File: config.mk
export PLATFORM = sky130hd
export DESIGN_NAME = fetch_unit
export DESIGN_NICKNAME = d
export VERILOG_FILES = /design/src/rtl/fetch_unit.sv
export SDC_FILE = /design/constraint.sdc
export NUM_CORES = 1
export LEC_CHECK = 0
export BUFFER_PORTS_ARGS = -buffer_cell sky130_fd_sc_hd__buf_2
export CORE_UTILIZATION = 52
export DETAILED_ROUTE_END_ITERATION = 16
export GPL_TIMING_DRIVEN = 0
export PLACE_DENSITY_LB_ADDON = 0.15
export SETUP_SLACK_MARGIN = 0.4
export SYNTH_ARGS = -nofsm -noshare
export SYNTH_HDL_FRONTEND = slang
export SYNTH_SLANG_ARGS = --single-unit
File: constraint.sdc
create_clock -name CLK -period 3.2 [get_ports CLK]
set_input_delay 0.64 -clock CLK [delete_from_list [all_inputs] [get_ports CLK]]
set_output_delay 0.64 -clock CLK [all_outputs]
set_load 0.02 [all_outputs]
File: src/rtl/fetch_unit.sv
// fetch_unit: instruction fetch stage with a small prefetch FIFO, pc tagging
// and redirect flush that drains in-flight responses.
module fetch_unit #(
  parameter int          DEPTH           = 4,
  parameter int          MAX_OUTSTANDING = 2,
  parameter logic [31:0] RESET_PC        = 32'h0000_0000
) (
  input  logic        CLK,
  input  logic        RST,
  output logic        mem_req,
  output logic [29:0] mem_addr,
  input  logic        mem_gnt,
  input  logic        mem_rvalid,
  input  logic [31:0] mem_rdata,
  output logic        instr_valid,
  output logic [31:0] instr,
  output logic [31:0] instr_pc,
  input  logic        instr_ready,
  input  logic        redirect,
  input  logic [31:0] redirect_pc
);
  localparam int CW = $clog2(DEPTH) + 1;
  localparam int AW = $clog2(DEPTH);
  localparam int TW = MAX_OUTSTANDING > 1 ? $clog2(MAX_OUTSTANDING) : 1;
  localparam logic [CW-1:0] DEPTH_C = CW'(DEPTH);
  localparam logic [CW-1:0] MAXO_C  = CW'(MAX_OUTSTANDING);
  localparam logic [TW-1:0] TLAST   = TW'(MAX_OUTSTANDING - 1);
  logic [31:0]   fetch_pc;
  logic [CW-1:0] fifo_count, outstanding, discard;
  logic [AW-1:0] wr_ptr, rd_ptr;
  logic [TW-1:0] tag_wr, tag_rd;
  logic [31:0]   fifo_instr [DEPTH];
  logic [31:0]   fifo_pc [DEPTH];
  logic [31:0]   tag_q [MAX_OUTSTANDING];
  logic          grant, push, pop;
  assign mem_req     = !RST && !redirect && (outstanding < MAXO_C) && (fifo_count + outstanding < DEPTH_C);
  assign mem_addr    = fetch_pc[31:2];
  assign grant       = mem_req && mem_gnt;
  assign push        = mem_rvalid && discard == '0 && !redirect;
  assign instr_valid = fifo_count != '0;
  assign pop         = instr_valid && instr_ready;
  assign instr       = instr_valid ? fifo_instr[rd_ptr] : '0;
  assign instr_pc    = instr_valid ? fifo_pc[rd_ptr] : '0;
  // Discarded responses never pop a tag: the tag queue is cleared on redirect
  // so only live requests occupy it.
  always_ff @(posedge CLK) begin
    if (RST) begin
      fetch_pc    <= RESET_PC;
      fifo_count  <= '0;
      outstanding <= '0;
      discard     <= '0;
      wr_ptr      <= '0;
      rd_ptr      <= '0;
      tag_wr      <= '0;
      tag_rd      <= '0;
    end else begin
      outstanding <= outstanding + CW'(grant) - CW'(mem_rvalid);
      if (redirect) begin
        fetch_pc   <= redirect_pc & ~32'd3;
        discard    <= outstanding - CW'(mem_rvalid);
        fifo_count <= '0;
        wr_ptr     <= '0;
        rd_ptr     <= '0;
        tag_wr     <= '0;
        tag_rd     <= '0;
      end else begin
        if (grant) fetch_pc <= fetch_pc + 32'd4;
        if (mem_rvalid && discard != '0) discard <= discard - 1'b1;
        fifo_count <= fifo_count + CW'(push) - CW'(pop);
        if (push) wr_ptr <= wr_ptr + 1'b1;
        if (pop) rd_ptr <= rd_ptr + 1'b1;
        if (grant) tag_wr <= tag_wr == TLAST ? '0 : tag_wr + 1'b1;
        if (push) tag_rd <= tag_rd == TLAST ? '0 : tag_rd + 1'b1;
      end
    end
  end
  always_ff @(posedge CLK) begin
    if (push) begin
      fifo_instr[wr_ptr] <= mem_rdata;
      fifo_pc[wr_ptr]    <= tag_q[tag_rd];
    end
    if (grant) tag_q[tag_wr] <= fetch_pc;
  end
  always_ff @(posedge CLK) begin
    if (!RST && mem_rvalid) assert (outstanding != '0) else $error("rvalid with no outstanding request");
  end
endmodule

* Word level (Yosys, flattened, before mapping) *
Memories as Yosys holds them, arrays and structs flattened. A register that Yosys moved wholly into a read port is not among the register bits.
Index checks and enable logic that the tools add are counted.

cells by class
  mux-type cells = 18
  magnitude comparators = 2
  add/sub/neg operators = 12
  reductions and logical operators = 16

operator list
  kind                                                                           count
  32-bit 2-to-1 mux                                                              4
  32-bit by 3-bit adder with 32-bit output (second input constant)               1
  3-bit by 1-bit subtractor with 3-bit output                                    3
  1-bit logical AND                                                              8
  1-bit 2-to-1 mux                                                               8
  2-bit 2-to-1 mux                                                               4
  3-bit by 1-bit adder with 3-bit output                                         2
  3-bit 2-to-1 mux                                                               2
  3-bit nonzero test                                                             2
  2-bit by 1-bit adder with 2-bit output (second input constant)                 2
  2-bit nonzero test                                                             2
  3-bit adder                                                                    1
  3-bit zero test                                                                1
  3-bit by 2-bit less-than comparator with 1-bit output (second input constant)  1
  3-bit less-than comparator (second input constant)                             1
  3-bit by 1-bit subtractor with 3-bit output (second input constant)            1
  1-bit adder (second input constant)                                            2
  1-bit zero test                                                                2
  2-bit OR reduction                                                             1

storage, ports and cells
  input port bits = 70
  word-level logic and storage cells = 60
  flip-flop bits (word level) = 47
  bits in writable memories = 320
  memories = 3
  output and inout bits = 96

memory list
  memory      depth  width  rd ports  clocked after Yosys merged registers in  wr ports  RTL line  source
  fifo_instr  4      32     1         1                                        1         32        logic [31:0] fifo_instr [DEPTH];
  fifo_pc     4      32     1         1                                        1         33        logic [31:0] fifo_pc [DEPTH];
  tag_q       2      32     1         1                                        1         34        logic [31:0] tag_q [MAX_OUTSTANDING];

* Logic depth before layout (Yosys ltp) *
  word-level depth = 7
  depth in mapped cells = 13

* Least setup slack after synthesis *
Ideal clock, no wire load.

  kind = register -> register
  start = reg fifo_count[1]
  end = mem tag_q[0][10], enable pin
  slack = 0.003 ns
  setup time = 0.417 ns
  buffers on the path = 1
  cell stages (with the launch flop) = 8
  data arrival time = 2.780 ns
  cells stage by stage = dfxtp_1 > ha_1 > a31oi_1 > xor2_1 > nor2_2 > inv_2 > buf_2 > nor2_1

on the way
  word-level cells in the longest chain between the ends = 6

RTL lines
  what                                    RTL line  source
  start, declared                         29        logic [CW-1:0] fifo_count, outstanding, discard;
  start signal, assigned                  69        fifo_count <= fifo_count + CW'(push) - CW'(pop);
  3-bit adder                             36        assign mem_req = !RST && !redirect && (outstanding < MAXO_C) && (fifo_count + outstanding < DEPTH_C);
  3-bit less-than comparator              36
  1-bit logical AND                       36
  1-bit logical AND                       38        assign grant = mem_req && mem_gnt;
  1-bit 2-to-1 mux                        82        if (grant) tag_q[tag_wr] <= fetch_pc;
  1-bit 2-to-1 mux (implied by the code)  82
  end, declared                           34

Every way passes these cells.

==> reports/metrics.cfg <==
[sta]
clock.fmax_ghz=0.367
setup_viol=0
post-route-period-util_pct=85.2
max_slew_margin_pct=48.6
fin_ws_ps=473
hold_viol=0
hold_slack_ps=362
tightestPinTransition_ps=771
rsz0062_at_grt=true
period_needed_ps=2730
finClkSkew_ps=17.5
finalMaxSlewViolations=0

[placement]
gp_congestion=0.850
port-buffer-count=161
place_ws_ps=-8.14
hpwl_um=17900

[floorplanning]
io_pins=166
die_h_um=167
fp.dieW_um=167
initial_utilization_pct=52.9
fp-row-count=60
die-area_um2=28000
core_region_area_um2=26900

[cells_and_area]
final_cell_mix=edfxtp_1, buf_2, and2_1, mux4_2, dfxtp_1
area_growth_pct=18.8
final_util_pct=62.9
fill_cells=1949
drive_above_1_share_pct=34.4
regArea_um2=10200
fin_nets=1115
n_antenna_cell=0
layout_commonest_cell=edfxtp_1
multi_input_comb_area_um2=3820

[routing]
finalWirelength_um=28200
drt-pass1-iter-count=4
drcViolationCount=0
drt_iter0_markers=520
vias_per_cell=5.63
num_vias=7846
ant_nets=0
detail_route.wl_per_cell_um=20.2

[clock_tree]
worst_skew_pair.late_latency_ps=500
root_buffer=clkbuf_16
cts_buffers=37
hold_buffers=0
cts_tree=built
cts.sinks=356
clk_pin_slew_ps=60
cts_max_path_buffers=3
cts-htree-levels=2

[min_path]
hold_path.class=input pin to flip-flop

[job]
drv_cap=0

[setup_path]
cp_max_fo=10
endpoint=instr_pc[18]
crit_path_start_kind=flip-flop
criticalPathCategory=flip-flop to output port
critPathCaptureType=output port
cp.required_ps=2560
r2r-end=outstanding[2]
arrival_ps=2090
r2r-start=fifo_count[1]
rrSetupSlack_ps=540
worst-r2r-cell-count=13

[grt]
grt_pass1_wl_um=44000
grt_antenna_before_repair=0
grt_pass1_vias=7769
grt_max_degree=59
grt.overflow.total=0
grt_usage_pct=20.5

[run_status]
status=complete, no violations

[synthesis]
synth-seq-area-share_pct=71.8
ys_warn_count=0
synth_cells=819
syn_area_per_cell_um2=17.4
yosysUniqueCellTypes=53
synth_area_um2=14200
synth_top_flop_cell=edfxtp_1
synth_enable_flop_cells=308
synthArstFlopShare_pct=0
ys_ff_latch=356

[pwr]
p_per_area_nw_per_um2=611
vdd_drop_max_uv=399
power_leakage_nw=5.91
finalPower_mw=10.3

==> sequential cells by signal (all words and copies together) (netlist names), 2 cells and up, named ones only <==
register	cells
outstanding	3
rd_ptr	2
fifo_instr	128
fifo_pc	120
tag_q	60
wr_ptr	2
discard	3
fetch_pc	30
fifo_count	3
==> how the worst min path moves through the flow <==
stage | from | to | slack [ps] | depth (start not counted)
CTS | mem_rdata[30] | fifo_instr[2][30] | 340 | 1
detailed placement | tag_rd | flip-flop | 490 | 2
global placement | tag_rd | tag_rd | 490 | 2
floorplan | tag_rd | flip-flop | 470 | 2
finish | mem_rdata[7] | fifo_instr[0][7] | 360 | 1
global route | redirect_pc[7] | fetch_pc[7] | 350 | 2
==> kinds of logic (layout without fill, tap and decap cells) <==
group / after synthesis / in the layout / share of synthesized area, %
adder cells (fa/ha/maj): 17 / 17 / 1.60
other: 1 / 2 / 0.0264
flip-flops: 356 / 356 / 71.8
buffers and inverters: 59 / 292 / 1.73
AO/OA/AOI/OAI: 71 / 71 / 3.51
XOR/XNOR: 13 / 13 / 0.854
multiplexers: 94 / 94 / 12.3
AND/OR/NAND/NOR: 208 / 208 / 8.13
==> metrics by stage <==
step	instance area (µm²)	TNS [ps]	instances
CTS	16800	0	1391
detailed placement	15600	-8.14	1327
global placement	15500	-33600	1322
finish	16900	0	1394
floorplan	14200	0	820
global route	16900	0	1394
==> per-layer routing <==
layer  wire length [µm]  global-route usage (%)  vias up
met3               1750                    3.55       40
met1              12400                    28.9     3891
li1                   -                       -     3649
met2              13500                    33.6      266
met5                  0                       0        -
met4                446                    4.87        0
==> final cells by class <==
type | instances | share of cell area (%)
flip-flops and latches | 356 | 60.5
inverters | 21 | 0.496
clock buffers | 43 | 5.67
repair buffers | 169 | 5.67
multi-input cells | 405 | 22.6
plain buffers | 38 | 1.54
clock inverters | 21 | 1.03
well taps | 341 | 2.53
==> synthesized netlist by cell type (all sizes together), types with 9 or more instances <==
cell	count	area, µm²
nand2	37	139
o211ai	10	75.1
nand3	18	110
o311ai	12	105
and2	68	425
edfxtp	308	9250
nand4	11	68.8
mux4	62	1400
nor2	27	109
dfxtp	48	961
or3	11	68.8
buf	12	70.1
xnor2	9	86.3
inv	21	78.8
a31oi	15	93.8
mux2	30	338
a21oi	10	50.1
nor3	12	60.1
ha	15	188
clkbuf	26	97.6
==> critical path, cell delays in order (launching register included) <==
cell and delay, ps:
dfxtp_1 340, buf_8 170, buf_6 210, mux4_2 530, and2_1 180, buf_2 160
==> report_power, final <==
group          internal, mW  total [mW]  switching, mW
registers              5.23        5.33          0.102
logic                 0.394       0.987          0.593
clock network          2.38        4.00           1.63
==> what timing repair did <==
item                                    in CTS  in global routing
setup buffers                                0                  3
endpoints found under the setup margin      67                 32
pin swaps                                    1                  2
resized for setup                           34                 16
Power figures use the tool's default switching activity.
